===== src/rtl/mem_resp_pkg.sv =====
// Shared types for the memory line responder: FSM states, transaction kind,
// and a width helper for index counters.
package mem_resp_pkg;

  typedef enum logic [2:0] {
    ST_IDLE       = 3'd0,
    ST_READ_BEAT  = 3'd1,
    ST_WRITE_WAIT = 3'd2,
    ST_RESPOND    = 3'd3,
    ST_RELEASE    = 3'd4
  } mem_resp_state_t;

  typedef enum logic {
    KIND_READ  = 1'b0,
    KIND_WRITE = 1'b1
  } mem_resp_kind_t;

  // Index width that stays at least one bit for single-entry ranges.
  function automatic int idx_bits(input int n);
    return (n > 1) ? $clog2(n) : 1;
  endfunction

endpackage


===== src/rtl/rr_arbiter.sv =====
// Combinational round-robin arbiter: the first requester at or after the
// pointer (wrapping) wins; grant is returned one-hot and as an index.
module rr_arbiter
  import mem_resp_pkg::*;
#(
  parameter int N     = 4,
  parameter int IDX_W = idx_bits(N)
) (
  input  logic [N-1:0]     i_req,
  input  logic [IDX_W-1:0] i_ptr,
  output logic [N-1:0]     o_grant,
  output logic [IDX_W-1:0] o_idx,
  output logic             o_any
);

  logic [IDX_W-1:0] w_cand;

  always_comb begin
    o_grant = '0;
    o_idx   = '0;
    o_any   = 1'b0;
    w_cand  = '0;
    for (int i = 0; i < N; i++) begin
      w_cand = IDX_W'((int'(i_ptr) + i) % N);
      if (!o_any && i_req[w_cand]) begin
        o_any           = 1'b1;
        o_grant[w_cand] = 1'b1;
        o_idx           = w_cand;
      end
    end
  end

endmodule


===== src/rtl/mem_line_responder.sv =====
// Serves line reads and single-word writes from several core channels, one
// at a time, against a single-word external memory port.
module mem_line_responder
  import mem_resp_pkg::*;
#(
  parameter int NUM_CHANNELS = 4,
  parameter int ADDR_BITS    = 8,
  parameter int DATA_BITS    = 8,
  parameter int READ_NUM     = 4
) (
  input  logic                                      clk,
  input  logic                                      reset,
  input  logic [NUM_CHANNELS-1:0]                   consumer_read_valid,
  input  logic [NUM_CHANNELS*ADDR_BITS-1:0]         consumer_read_address,
  output logic [NUM_CHANNELS-1:0]                   consumer_read_ready,
  output logic [NUM_CHANNELS*READ_NUM*DATA_BITS-1:0] consumer_read_data,
  input  logic [NUM_CHANNELS-1:0]                   consumer_write_valid,
  input  logic [NUM_CHANNELS*ADDR_BITS-1:0]         consumer_write_address,
  input  logic [NUM_CHANNELS*DATA_BITS-1:0]         consumer_write_data,
  output logic [NUM_CHANNELS-1:0]                   consumer_write_ready,
  output logic                                      mem_read_valid,
  output logic [ADDR_BITS-1:0]                      mem_read_address,
  input  logic                                      mem_read_ready,
  input  logic [DATA_BITS-1:0]                      mem_read_data,
  output logic                                      mem_write_valid,
  output logic [ADDR_BITS-1:0]                      mem_write_address,
  output logic [DATA_BITS-1:0]                      mem_write_data,
  input  logic                                      mem_write_ready
);

  localparam int CH_W   = idx_bits(NUM_CHANNELS);
  localparam int BEAT_W = idx_bits(READ_NUM);
  localparam int LINE_W = READ_NUM * DATA_BITS;

  mem_resp_state_t                  r_state;
  mem_resp_kind_t                   r_kind;
  logic [CH_W-1:0]                  r_ch;
  logic [CH_W-1:0]                  r_rr;
  logic [BEAT_W-1:0]                r_beat;
  logic [ADDR_BITS-1:0]             r_addr;
  logic [DATA_BITS-1:0]             r_wdata;
  logic [LINE_W-1:0]                r_buf;
  logic [NUM_CHANNELS*LINE_W-1:0]   r_lines;

  logic [NUM_CHANNELS-1:0] w_req;
  logic [NUM_CHANNELS-1:0] w_grant;
  logic [CH_W-1:0]         w_idx;
  logic                    w_any;
  logic                    w_grant_rd;
  logic [ADDR_BITS-1:0]    w_rd_base;
  logic [ADDR_BITS-1:0]    w_wr_addr;
  logic [DATA_BITS-1:0]    w_wr_data;
  logic                    w_served_valid;
  logic                    w_last;
  logic [LINE_W-1:0]       w_line_next;

  assign w_req = consumer_read_valid | consumer_write_valid;

  rr_arbiter #(
    .N     (NUM_CHANNELS),
    .IDX_W (CH_W)
  ) u_arb (
    .i_req   (w_req),
    .i_ptr   (r_rr),
    .o_grant (w_grant),
    .o_idx   (w_idx),
    .o_any   (w_any)
  );

  // Request fields of the channel being granted, and the held valid of the
  // channel currently being served (watched in RELEASE).
  always_comb begin
    w_grant_rd     = |(w_grant & consumer_read_valid);
    w_rd_base      = '0;
    w_wr_addr      = '0;
    w_wr_data      = '0;
    w_served_valid = 1'b0;
    for (int c = 0; c < NUM_CHANNELS; c++) begin
      if (w_idx == CH_W'(c)) begin
        w_rd_base = consumer_read_address[c*ADDR_BITS +: ADDR_BITS];
        w_wr_addr = consumer_write_address[c*ADDR_BITS +: ADDR_BITS];
        w_wr_data = consumer_write_data[c*DATA_BITS +: DATA_BITS];
      end
      if (r_ch == CH_W'(c)) begin
        w_served_valid = (r_kind == KIND_READ) ? consumer_read_valid[c]
                                               : consumer_write_valid[c];
      end
    end
  end

  assign w_last = (r_beat == BEAT_W'(READ_NUM - 1));

  always_comb begin
    w_line_next = r_buf;
    for (int k = 0; k < READ_NUM; k++) begin
      if (r_beat == BEAT_W'(k)) begin
        w_line_next[k*DATA_BITS +: DATA_BITS] = mem_read_data;
      end
    end
  end

  always_ff @(posedge clk or posedge reset) begin
    if (reset) begin
      r_state <= ST_IDLE;
      r_kind  <= KIND_READ;
      r_ch    <= '0;
      r_rr    <= '0;
      r_beat  <= '0;
      r_addr  <= '0;
      r_wdata <= '0;
      r_buf   <= '0;
      r_lines <= '0;
    end else begin
      case (r_state)
        ST_IDLE: begin
          if (w_any) begin
            r_ch   <= w_idx;
            r_rr   <= (w_idx == CH_W'(NUM_CHANNELS - 1)) ? '0 : w_idx + CH_W'(1);
            r_beat <= '0;
            r_buf  <= '0;
            if (w_grant_rd) begin
              r_kind  <= KIND_READ;
              r_addr  <= w_rd_base;
              r_state <= ST_READ_BEAT;
            end else begin
              r_kind  <= KIND_WRITE;
              r_addr  <= w_wr_addr;
              r_wdata <= w_wr_data;
              r_state <= ST_WRITE_WAIT;
            end
          end
        end
        ST_READ_BEAT: begin
          if (mem_read_ready) begin
            r_buf <= w_line_next;
            if (w_last) begin
              // The line becomes visible to the channel in the RESPOND cycle.
              for (int c = 0; c < NUM_CHANNELS; c++) begin
                if (r_ch == CH_W'(c)) r_lines[c*LINE_W +: LINE_W] <= w_line_next;
              end
              r_state <= ST_RESPOND;
            end else begin
              r_beat <= r_beat + BEAT_W'(1);
            end
          end
        end
        ST_WRITE_WAIT: begin
          if (mem_write_ready) r_state <= ST_RESPOND;
        end
        ST_RESPOND: begin
          r_state <= ST_RELEASE;
        end
        ST_RELEASE: begin
          if (!w_served_valid) r_state <= ST_IDLE;
        end
        default: r_state <= ST_IDLE;
      endcase
    end
  end

  always_comb begin
    consumer_read_ready  = '0;
    consumer_write_ready = '0;
    if (r_state == ST_RESPOND) begin
      for (int c = 0; c < NUM_CHANNELS; c++) begin
        if (r_ch == CH_W'(c)) begin
          if (r_kind == KIND_READ) consumer_read_ready[c]  = 1'b1;
          else                     consumer_write_ready[c] = 1'b1;
        end
      end
    end
  end

  assign consumer_read_data = r_lines;

  // Beat address wraps modulo the address space; no line alignment.
  assign mem_read_valid    = (r_state == ST_READ_BEAT);
  assign mem_read_address  = r_addr + ADDR_BITS'(r_beat);
  assign mem_write_valid   = (r_state == ST_WRITE_WAIT);
  assign mem_write_address = r_addr;
  assign mem_write_data    = r_wdata;

endmodule


===== config.mk =====
export PLATFORM = sky130hd
export DESIGN_NAME = mem_line_responder
export DESIGN_NICKNAME = d
export VERILOG_FILES = /design/src/rtl/mem_resp_pkg.sv /design/src/rtl/rr_arbiter.sv /design/src/rtl/mem_line_responder.sv
export SDC_FILE = /design/constraint.sdc
export NUM_CORES = 1
export LEC_CHECK = 0
export ABC_AREA = 1
export BUFFER_PORTS_ARGS = -buffer_cell sky130_fd_sc_hd__buf_2
export CORE_ASPECT_RATIO = 1.5
export CORE_MARGIN = 3
export CORE_UTILIZATION = 52
export CTS_CLUSTER_SIZE = 14
export DETAILED_ROUTE_END_ITERATION = 6
export MAX_ROUTING_LAYER = met4
export PLACE_DENSITY_LB_ADDON = 0.08
export SLEW_MARGIN = 20
export SYNTH_ARGS = -nofsm -noshare
export SYNTH_HDL_FRONTEND = slang
export SYNTH_HIERARCHICAL = 1
export SYNTH_SLANG_ARGS = --single-unit

===== constraint.sdc =====
create_clock -name clk -period 6.7 [get_ports clk]
set_clock_uncertainty 0.2 [all_clocks]
set_input_delay 0.335 -clock clk [delete_from_list [all_inputs] [get_ports clk]]
set_output_delay 0.335 -clock clk [all_outputs]
set_load 0.01 [all_outputs]

==> results.yml <==
clock_tree:
  cts_made_buffers: 17
  cts_max_level: 4
  cts_max_path_buffers: 2
  cts_sinks: 186
  cts_tree: "done"
  cts_root_buf: "clkbuf_16"
  clkTransAtPathRegs_ps: 80
  clk_latency_ps: 420
  post_cts_resized: 0
timing:
  setup_viol: 0
  relSlewSlack: 0.3960
  fmax_ghz: 0.2448
  slew_violations: 0
  worst_slew_pin_slew_ps: 896.5
  period_minus_slack_ps: 4085
  layout_worst_path_cycle_share: 0.6098
  hold_viol_final: 0
  rsz0062_at_grt: "no"
  tns_ps: 0
  hold_ws_ps: 14.58
placed_design:
  dp_hpwl_um: 19940
  port_buffers: 277
  place_congestion: 0.8720
global_routing:
  gr-usage-all-layers: 0.2879
  grt_pass1_vias: 8466
  grt_max_degree: 115
  grt_pass1_wl_um: 43010
  gr-total-overflow: 0
  antenna_found_initial: 1
synth:
  yosysWarnings: 6
  yosysTopAreaCell: "dfrtp_1"
  synth_edf_count: 0
  async_flop_share: 1.000
  synth_cell_types: 32
  synth_fp_nets: 1309
  synth.top_cells.by_area: "dfrtp_1 (50%), nand2_1 (16%), o21a_1 (7.1%)"
  synthCells: 1177
  synth_seq_area_share: 0.4959
  avgSynthCellArea_sq_um: 7.974
  synth_top_area_share: 0.4959
  synth-main-ff-cell: "dfrtp_1"
  ys_seq_elements: 186
  syn_area_sq_um: 9385
run_status:
  outcome: "finished clean"
worst_hold_path:
  hold_class: "in2reg"
  worstHoldStart: "consumer_write_data[31]"
drt:
  drt-met1-wl_um: 10370
  via_count: 8654
  drtIter0Drc: 618
  avgViaCountPerCell: 5.213
  dr_wl_met3_um: 1441
  drt_wl_total_um: 27400
  highest_layer: "met4"
  routedWlPerCell_um: 16.50
  route.met2.wl_um: 14430
  ant_nets: 0
  firstDrtPassIters: 5
  drc: 0
layout:
  area_growth_syn_to_layout_pct: 22.69
  drive_gt1_frac: 0.2386
  layout.nets: 1566
  mostFrequentLayoutCells: "nand2_1 (392), buf_2 (277), dfrtp_1 (186), inv_1 (134), o21a_1 (89)"
  final_common_cell: "nand2_1"
power_and_ir_drop:
  peakVddDrop_uv: 388.2
  p_leak_nw: 6.222
  powerDensity_nw_per_um2: 431.9
  power.total_mw: 4.973
floorplanning:
  die_w_um: 115.7
  rows: 59
  pin_count: 278
  core_area_sq_um: 17500
  die_y_um: 170.5
  initial_core_util: 0.5364
  die_area_sq_um: 19730
setup_path:
  r2r_start: "r_rr[0]"
  crit_required_ps: 6810
  worstPathMaxFanout: 26
  crit_start: "r_rr[0]"
  critPathLaunchType: "flip-flop"
  arrival_ps: 4200
  end_kind: "flip-flop"
  path_class: "reg2reg"
flow_run:
  cap_violations: 0
[metal layers]
layer  up-vias  global-route usage
li1       4264                   -
met1      4004              0.3161
met2       320              0.5066
met3        66             0.04812
met4         0              0.1312
met5         -                   -
[worst max-delay path, cell delays in order (launching register included)]
cell and delay [ps]:
dfrtp_1 540, inv_2 180, ha_1 390, inv_1 110, nand3_1 100, nand2_1 60
nor2_2 250, a21oi_1 120, nand3_1 150, ha_1 770, inv_1 500, nand3_1 180
nand2_1 70, nand2_1 70, nand2_1 70, nand2_1 60, nand2_1 50, nand2_1 50
nand2_1 40
[repair_timing]
item / in CTS / in global routing
endpoints found under the setup margin: 0 / 0
endpoints found under the hold margin: 118 / 0
setup buffers: 0 / 0
hold buffers: 6 / 0
[layout make-up]
type	instances	area [sq um]
flip-flops and latches	186	4654
fillers	1608	5981
well taps	213	266.5
clock inverters	13	133.9
clock buffers	18	439.2
repair buffers	293	1521
inverters	143	544.3
diodes	1	2.502
multi-input cells	793	3953
[cell families after synthesis]
family                     Yosys count  synth area share
AOI/OAI and AO/OA                  246            0.1610
xor gates and xnor gates             5          0.004666
adders and majority gates           16           0.02213
buffers and inverters              198           0.08319
DFF                                186            0.4959
and+or+nand+nor                    526            0.2330
[per-stage QoR]
step	cell area, sq um	utilization	setup WS [ps]	std cells
6_report	11510	0.6582	2615	1660
5_1_grt	11510	0.6582	2277	1660
4_1_cts	11510	0.6580	2700	1659
3_5_place_dp	10880	0.6218	2718	1622
3_3_place_gp	10880	0.6218	2811	1622
2_1_floorplan	9385	-	1108	1177
[path summary, 6_finish.rpt]
| check | to | slack, ps | depth (start not counted) |
|---|---|---|---|
| worst max-delay path | mem_write_address[4] | 2610 | 18 |
| worst min-delay path | mem_write_data[7] | 10 | 5 |
| worst max register to register | mem_write_address[4] | 2610 | 18 |
| min in group asynchronous | consumer_read_data[28] | 400 | 3 |
| max in group asynchronous | consumer_read_data[13] | 4440 | 4 |
| worst min register to register | mem_write_data[1] | 280 | 2 |
[cells in the mapped netlist, types with 2 or more instances]
library cell / instances
nand2_2: 8
nor3_1: 9
nand4_1: 8
o22ai_1: 22
nor2_4: 2
buf_1: 2
o21ai_1: 40
o21a_1: 89
nand3_1: 52
nand3_2: 2
buf_2: 24
nand2_1: 392
ha_1: 15
o21ai_0: 51
clkbuf_1: 28
dfrtp_1: 186
nor3_4: 4
a21boi_0: 4
o211ai_1: 8
a21oi_1: 32
xnor2_1: 4
nor2_1: 44
inv_1: 135
inv_2: 5
clkinv_1: 3
nor2_2: 2
[report_power, final]
part	internal [mW]	switching, mW	total (mW)
sequential	1.30	0.143	1.45
combinational	0.821	1.73	2.55
clock	0.502	0.473	0.974
total	2.63	2.35	4.97
[sequential cells by signal, indices dropped and copies added, names as in the netlist]
name	cells
r_ch	2
mem_write_data	8
r_state	3
mem_write_address	8
consumer_read_data	128
r_rr	2
r_kind	1
r_beat	2
r_buf	32
No activity file was read; power rests on OpenSTA's default activity.
